<file path="src/rtl/sdram_port_arbiter_if.sv">
// Bundle between the requester ports, the arbiter and the SDRAM core command port.
// The slave modport is the arbiter's view; master is the surrounding environment.
interface sdram_port_arbiter_if #(
  parameter int N_PORTS    = 4,
  parameter int ADDR_WIDTH = 24,
  parameter int DATA_WIDTH = 16,
  parameter int WORD_LEN   = DATA_WIDTH / 8
);
  logic [N_PORTS-1:0]            s_rd;
  logic [N_PORTS*WORD_LEN-1:0]   s_wr;
  logic [N_PORTS*ADDR_WIDTH-1:0] s_addr;
  logic [N_PORTS*DATA_WIDTH-1:0] s_write_data;
  logic [N_PORTS-1:0]            s_rdy;
  logic [N_PORTS-1:0]            s_rvalid;
  logic [N_PORTS-1:0]            s_wvalid;
  logic [N_PORTS-1:0]            s_error;
  logic [DATA_WIDTH-1:0]         s_read_data;

  logic                          m_rd;
  logic [WORD_LEN-1:0]           m_wr;
  logic [ADDR_WIDTH-1:0]         m_addr;
  logic [DATA_WIDTH-1:0]         m_write_data;
  logic                          m_rdy;
  logic                          m_rvalid;
  logic                          m_wvalid;
  logic [DATA_WIDTH-1:0]         m_read_data;
  logic                          m_error;

  modport slave (
    input  s_rd, s_wr, s_addr, s_write_data,
    output s_rdy, s_rvalid, s_wvalid, s_error, s_read_data,
    output m_rd, m_wr, m_addr, m_write_data,
    input  m_rdy, m_rvalid, m_wvalid, m_read_data, m_error
  );

  modport master (
    output s_rd, s_wr, s_addr, s_write_data,
    input  s_rdy, s_rvalid, s_wvalid, s_error, s_read_data,
    input  m_rd, m_wr, m_addr, m_write_data,
    output m_rdy, m_rvalid, m_wvalid, m_read_data, m_error
  );
endinterface

</file>
<file path="src/rtl/sdram_port_arbiter.sv">
// Round-robin (optionally port-0 priority) arbiter sharing one SDRAM core command port;
// one transaction outstanding, response routed to the owner, stuck transactions timed out.
module sdram_port_arbiter #(
  parameter int N_PORTS    = 4,
  parameter int ADDR_WIDTH = 24,
  parameter int DATA_WIDTH = 16,
  parameter int WORD_LEN   = DATA_WIDTH / 8,
  parameter int TIMEOUT    = 255,
  parameter int PRIO0      = 0
) (
  input logic                 clk,
  input logic                 rst_n,
  sdram_port_arbiter_if.slave bus
);
  localparam int PW = $clog2(N_PORTS);
  localparam int CW = 10;

  typedef enum logic [1:0] {IDLE, ISSUE, WAIT} state_e;

  state_e                state_q, state_d;
  logic [PW-1:0]         rr_q, rr_d;
  logic [PW-1:0]         owner_q, owner_d;
  logic                  rd_q, rd_d;
  logic [WORD_LEN-1:0]   wr_q, wr_d;
  logic [ADDR_WIDTH-1:0] addr_q, addr_d;
  logic [DATA_WIDTH-1:0] wdata_q, wdata_d;
  logic [CW-1:0]         cnt_q, cnt_d;

  logic [N_PORTS-1:0]    req;
  logic                  win_vld;
  logic [PW-1:0]         win;
  logic [N_PORTS-1:0]    rdy, rvalid, wvalid, err;
  logic [DATA_WIDTH-1:0] rdata;

  always_comb begin
    req = '0;
    for (int unsigned i = 0; i < N_PORTS; i++)
      req[i] = bus.s_rd[i] | (|bus.s_wr[i*WORD_LEN +: WORD_LEN]);
  end

  // Search upward from the rr pointer with wrap; port-0 priority overrides the result.
  always_comb begin
    logic [PW-1:0] idx;
    idx     = '0;
    win_vld = 1'b0;
    win     = '0;
    for (int unsigned k = 0; k < N_PORTS; k++) begin
      idx = PW'((32'(rr_q) + k) % N_PORTS);
      if (!win_vld && req[idx]) begin
        win_vld = 1'b1;
        win     = idx;
      end
    end
    if (PRIO0 != 0 && req[0]) win = '0;
  end

  always_comb begin
    int unsigned sel;
    sel          = 32'(win);
    state_d      = state_q;
    rr_d         = rr_q;
    owner_d      = owner_q;
    rd_d         = rd_q;
    wr_d         = wr_q;
    addr_d       = addr_q;
    wdata_d      = wdata_q;
    cnt_d        = cnt_q;
    rdy          = '0;
    rvalid       = '0;
    wvalid       = '0;
    err          = '0;
    rdata        = '0;
    bus.m_rd         = 1'b0;
    bus.m_wr         = '0;
    bus.m_addr       = '0;
    bus.m_write_data = '0;
    case (state_q)
      IDLE: begin
        if (win_vld) begin
          rdy[win] = 1'b1;
          owner_d  = win;
          rr_d     = (win == PW'(N_PORTS - 1)) ? '0 : win + 1'b1;
          rd_d     = bus.s_rd[win];
          wr_d     = bus.s_rd[win] ? '0 : bus.s_wr[sel*WORD_LEN +: WORD_LEN];
          addr_d   = bus.s_addr[sel*ADDR_WIDTH +: ADDR_WIDTH];
          wdata_d  = bus.s_write_data[sel*DATA_WIDTH +: DATA_WIDTH];
          state_d  = ISSUE;
        end
      end
      ISSUE: begin
        bus.m_rd         = rd_q;
        bus.m_wr         = wr_q;
        bus.m_addr       = addr_q;
        bus.m_write_data = wdata_q;
        if (bus.m_error) begin
          err[owner_q] = 1'b1;
          state_d      = IDLE;
        end else if (bus.m_rdy) begin
          cnt_d   = '0;
          state_d = WAIT;
        end
      end
      WAIT: begin
        if (bus.m_rvalid) begin
          rvalid[owner_q] = 1'b1;
          rdata           = bus.m_read_data;
          state_d         = IDLE;
        end else if (bus.m_wvalid) begin
          wvalid[owner_q] = 1'b1;
          state_d         = IDLE;
        end else if (bus.m_error || cnt_q == CW'(TIMEOUT - 1)) begin
          err[owner_q] = 1'b1;
          state_d      = IDLE;
        end else begin
          cnt_d = cnt_q + 1'b1;
        end
      end
      default: state_d = IDLE;
    endcase
  end

  // s_rdy is the only output that can rise combinationally in reset (IDLE + live requests).
  assign bus.s_rdy       = rdy & {N_PORTS{rst_n}};
  assign bus.s_rvalid    = rvalid;
  assign bus.s_wvalid    = wvalid;
  assign bus.s_error     = err;
  assign bus.s_read_data = rdata;

  always_ff @(posedge clk or negedge rst_n) begin
    if (!rst_n) begin
      state_q <= IDLE;
      rr_q    <= '0;
      owner_q <= '0;
      rd_q    <= 1'b0;
      wr_q    <= '0;
      addr_q  <= '0;
      wdata_q <= '0;
      cnt_q   <= '0;
    end else begin
      state_q <= state_d;
      rr_q    <= rr_d;
      owner_q <= owner_d;
      rd_q    <= rd_d;
      wr_q    <= wr_d;
      addr_q  <= addr_d;
      wdata_q <= wdata_d;
      cnt_q   <= cnt_d;
    end
  end
endmodule
</file>
<file path="src/flat_wrapper.sv">
// flat-port wrapper written by rule: the top's interface ports become plain ports
module sdram_port_arbiter_flat 
#(
  parameter int N_PORTS    = 4,
  parameter int ADDR_WIDTH = 24,
  parameter int DATA_WIDTH = 16,
  parameter int WORD_LEN   = DATA_WIDTH / 8,
  parameter int TIMEOUT    = 255,
  parameter int PRIO0      = 0
)
  (clk, rst_n, bus_s_rd, bus_s_wr, bus_s_addr, bus_s_write_data, bus_s_rdy, bus_s_rvalid, bus_s_wvalid, bus_s_error, bus_s_read_data, bus_m_rd, bus_m_wr, bus_m_addr, bus_m_write_data, bus_m_rdy, bus_m_rvalid, bus_m_wvalid, bus_m_read_data, bus_m_error);
  sdram_port_arbiter_if #(.N_PORTS(N_PORTS), .ADDR_WIDTH(ADDR_WIDTH), .DATA_WIDTH(DATA_WIDTH), .WORD_LEN(WORD_LEN)) bus_i ();
  input logic clk;
  input logic rst_n;
  input wire logic [$bits(bus_i.s_rd)-1:0] bus_s_rd;
  input wire logic [$bits(bus_i.s_wr)-1:0] bus_s_wr;
  input wire logic [$bits(bus_i.s_addr)-1:0] bus_s_addr;
  input wire logic [$bits(bus_i.s_write_data)-1:0] bus_s_write_data;
  output wire logic [$bits(bus_i.s_rdy)-1:0] bus_s_rdy;
  output wire logic [$bits(bus_i.s_rvalid)-1:0] bus_s_rvalid;
  output wire logic [$bits(bus_i.s_wvalid)-1:0] bus_s_wvalid;
  output wire logic [$bits(bus_i.s_error)-1:0] bus_s_error;
  output wire logic [$bits(bus_i.s_read_data)-1:0] bus_s_read_data;
  output wire logic [$bits(bus_i.m_rd)-1:0] bus_m_rd;
  output wire logic [$bits(bus_i.m_wr)-1:0] bus_m_wr;
  output wire logic [$bits(bus_i.m_addr)-1:0] bus_m_addr;
  output wire logic [$bits(bus_i.m_write_data)-1:0] bus_m_write_data;
  input wire logic [$bits(bus_i.m_rdy)-1:0] bus_m_rdy;
  input wire logic [$bits(bus_i.m_rvalid)-1:0] bus_m_rvalid;
  input wire logic [$bits(bus_i.m_wvalid)-1:0] bus_m_wvalid;
  input wire logic [$bits(bus_i.m_read_data)-1:0] bus_m_read_data;
  input wire logic [$bits(bus_i.m_error)-1:0] bus_m_error;
  assign bus_i.s_rd = bus_s_rd;
  assign bus_i.s_wr = bus_s_wr;
  assign bus_i.s_addr = bus_s_addr;
  assign bus_i.s_write_data = bus_s_write_data;
  assign bus_s_rdy = bus_i.s_rdy;
  assign bus_s_rvalid = bus_i.s_rvalid;
  assign bus_s_wvalid = bus_i.s_wvalid;
  assign bus_s_error = bus_i.s_error;
  assign bus_s_read_data = bus_i.s_read_data;
  assign bus_m_rd = bus_i.m_rd;
  assign bus_m_wr = bus_i.m_wr;
  assign bus_m_addr = bus_i.m_addr;
  assign bus_m_write_data = bus_i.m_write_data;
  assign bus_i.m_rdy = bus_m_rdy;
  assign bus_i.m_rvalid = bus_m_rvalid;
  assign bus_i.m_wvalid = bus_m_wvalid;
  assign bus_i.m_read_data = bus_m_read_data;
  assign bus_i.m_error = bus_m_error;
  sdram_port_arbiter #(.N_PORTS(N_PORTS), .ADDR_WIDTH(ADDR_WIDTH), .DATA_WIDTH(DATA_WIDTH), .WORD_LEN(WORD_LEN), .TIMEOUT(TIMEOUT), .PRIO0(PRIO0)) u_core (.clk(clk), .rst_n(rst_n), .bus(bus_i));
endmodule
</file>
<file path="config.mk">
export PLATFORM = sky130hd
export DESIGN_NAME = sdram_port_arbiter_flat
export DESIGN_NICKNAME = d
export VERILOG_FILES = /design/src/rtl/sdram_port_arbiter_if.sv /design/src/rtl/sdram_port_arbiter.sv /design/src/flat_wrapper.sv
export SDC_FILE = /design/constraint.sdc
export NUM_CORES = 1
export LEC_CHECK = 0
export ABC_AREA = 1
export BUFFER_PORTS_ARGS = -buffer_cell sky130_fd_sc_hd__clkbuf_2
export CORE_UTILIZATION = 25
export CTS_BUF_LIST = sky130_fd_sc_hd__clkbuf_16
export CTS_CLUSTER_DIAMETER = 200
export DETAILED_ROUTE_END_ITERATION = 8
export PLACE_DENSITY = 0.6
export SLEW_MARGIN = 10
export SYNTH_ARGS = -nofsm -noshare
export SYNTH_HDL_FRONTEND = slang
export SYNTH_SLANG_ARGS = --single-unit
</file>
<file path="constraint.sdc">
create_clock -name clk -period 3.4 [get_ports clk]
set_clock_uncertainty 0.05 [all_clocks]
set_input_delay 0.17 -clock clk [delete_from_list [all_inputs] [get_ports clk]]
set_output_delay 0.17 -clock clk [all_outputs]
set_load 0.1 [all_outputs]
</file>
==> impl_metrics.tcl <==
set metrics [dict create \
    synth_top_area_cell "dfrtp_1" \
    dpl_cell_area_sq_um 6780 \
    setup_viol 0 \
    numCtsBuffers 9 \
    critical_path.endpoint_type "output pin" \
    post-route-util 0.347 \
    drc 0 \
    htree_num_levels 3 \
    peakVddDrop_v 0.000597 \
    max_slew_margin 0.461 \
    leakagePower_uw 0.00436 \
    cts_tree "built" \
    cp_slowest_stage_delay_ns 0.48 \
    synth_cells 865 \
    synth_flop_cell "dfrtp_1" \
    ant_nets 0 \
    max_freq_ghz 0.337 \
    hp-class "input port to asynchronous set/reset pin" \
    grt_overflow 0 \
    port_buffers 268 \
    drive_gt1_frac 0.286 \
    multi_input_area_sq_um 2850 \
    synth_area_sq_um 5200 \
    min_period_over_period 0.874 \
    path_max_fanout 37 \
    cts_resized 0 \
    syn_to_final_growth_pct 35.5 \
    grt_usage 0.168 \
    ios 269 \
    synth_top_area_frac 0.284 \
    drtIter0Drc 182 \
    ys_ff_latch 59 \
    synth_sequential_area_ratio 0.284 \
    seq_area_sq_um 1480 \
    drt_first_pass_iters 5 \
    die_x_um 146 \
    critPathKind "flip-flop to output pin" \
    synthArstFlopShare 1.00 \
    reg2reg_depth 12 \
    root_buffer "clkbuf_16" \
    rsz0062_at_grt "no" \
    ys_warn_count 0 \
    place_ws_ns 0.774 \
    hold_violations 0 \
    layout.nets 1313 \
    die_y_um 146 \
    maxSlewViolCount 0 \
    post_cts_buffers 0 \
    path_cells "inv_4 -> nand3_1 -> nand3_1 -> nand2_1 -> nor2_2 -> nand2_2 -> nor2_4 -> nor2_4 -> inv_4 -> ha_1 -> inv_1 -> nor2_1 -> buf_12" \
    rows 52 \
    min_period_ns 2.97 \
    worst_pin_slew_ns 0.809 \
    yosysMostFrequentCell "nand2_1" \
    grt_pass1_vias 5840 \
    power_per_cell_area_nw_per_um2 1180 \
    clk_pin_slew_worst_paths_ns 0.05 \
    reg2reg_to "u_core.rr_q[0]" \
    cts.path.max_buffers 2 \
    drt-total-wl_um 17700 \
    wire_per_inst_um 12.8 \
    cp_slowest_cell "dfrtp_1" \
    clock_latency_ns 0.33 \
    stdcell_area_sq_um 7040 \
    critPathLaunchType "flip-flop" \
    routed_via_density 4.43 \
    synth_commonest_cells "nand2_1, inv_1, nor2_1, nand3_1, dfrtp_1" \
    crit_end "bus_s_rdy[3]" \
    die_area_sq_um 21400 \
    cts.hold.buffers_added 0 \
    grt_pass1_wl_um 28400 \
    setup_ws_ns 0.428 \
    clock_sinks 59 \
    grt_max_degree 73 \
    timing.rr.start "u_core.rr_q[0]" \
    cap_violations 0 \
    tns_ns 0 \
    place_congestion 0.856 \
    dp_hpwl_um 13300 \
    num_antenna_cells 0 \
    vias 6129 \
    core_sq_um 20300 \
    startpoint "u_core.rr_q[0]" \
    ys_types 37 \
    antenna_found_initial 0 \
    synth-edff-count 0 \
    start_util 0.256 \
    worstPathArrival_ns 2.75 \
    fillerInstances 2285 \
    status "finished, final reports clean" \
    postSynthNetCount 1068 \
    avgSynthCellArea_sq_um 6.01 \
    cp.required_ns 3.18 \
    yosys-top-cells-area "dfrtp_1, nand2_1, inv_1" \
    rrSetupSlack_ns 0.90 \
]
-- through the flow --
step | hold WS, ns | total power, uW | instances
2_1_floorplan | -0.176 | 6320 | 865
3_3_place_gp | 0.380 | 7520 | 1369
3_5_place_dp | 0.377 | 7570 | 1369
4_1_cts | 0.0256 | 8420 | 1385
5_1_grt | 0.0435 | 9050 | 1385
6_report | 0.0106 | 8300 | 1385
-- layout by cell type, fill, tap and decap left out, drive strengths merged --
| cell | instances |
|---|---|
| o21ai | 45 |
| or2 | 19 |
| dfrtp | 59 |
| nand2 | 291 |
| clkbuf | 272 |
| nor2 | 83 |
| clkinv | 4 |
| a31oi | 1 |
| o211ai | 18 |
| xor2 | 1 |
| nand3 | 74 |
| buf | 16 |
| a21boi | 1 |
| nor4 | 1 |
| nand3b | 33 |
| nand4 | 3 |
| a21oi | 10 |
| nor3 | 6 |
| o31ai | 4 |
| inv | 163 |
| o21bai | 1 |
| ha | 9 |
| clkinvlp | 1 |
-- per-layer routing --
metal | GRT usage | vias to the layer above | share of wire
met5 | 0 | - | 0
met4 | 0.0667 | 0 | 0.025
met3 | 0.0353 | 28 | 0.065
met2 | 0.296 | 228 | 0.48
met1 | 0.198 | 2749 | 0.43
li1 | - | 3124 | -
-- where the power goes --
part	switching [uW]	total, uW	internal, uW
sequential	171	1200	1030
clock	328	811	483
combinational	4750	6290	1540
-- area by class of cell --
class                      count  area share
clock buffer                   9      0.0320
inverter                     161      0.0869
tap                          270      0.0480
timing repair buffer         279       0.213
sequential                    59       0.210
multi-input combinational    600       0.405
clock inverter                 7     0.00533
-- worst min path at each step --
stage / endpoint / slack [ns] / cells past startpoint
after detailed placement: u_core.state_q[1] / 0.38 / 2
final: u_core.cnt_q[0] / 0.01 / 2
after CTS: u_core.state_q[1] / 0.03 / 2
after global routing: u_core.state_q[1] / 0.04 / 2
after global placement: u_core.state_q[1] / 0.38 / 2
after floorplan: u_core.addr_q[0] / -0.18 / 0
-- worst max-delay path, delay by kind of cell (launching register included) --
kind | cells | cell delay, ns
adder cells (fa/ha/maj) | 1 | 0.25
AND/OR/NAND/NOR | 8 | 0.98
buffers and inverters | 4 | 0.68
flip-flops | 1 | 0.48
-- cell families (layout without fill, tap and decap cells) --
family	Yosys count	in the layout	share of synthesized area
adder cells (fa/ha/maj)	9	9	0.0217
AO/OA/AOI/OAI	80	80	0.0934
flip-flops	59	59	0.284
AND/OR/NAND/NOR	510	510	0.430
XOR/XNOR	1	1	0.00169
buffers and inverters	206	456	0.169
-- registers in the layout, indices dropped and copies added (netlist names) --
| register | cells |
|---|---|
| u_core.rd_q | 1 |
| u_core.wr_q | 2 |
| u_core.addr_q | 24 |
| u_core.rr_q | 2 |
| u_core.state_q | 2 |
| u_core.wdata_q | 16 |
| u_core.owner_q | 2 |
| u_core.cnt_q | 10 |
Note: power is estimated with default switching activity, not from simulation.
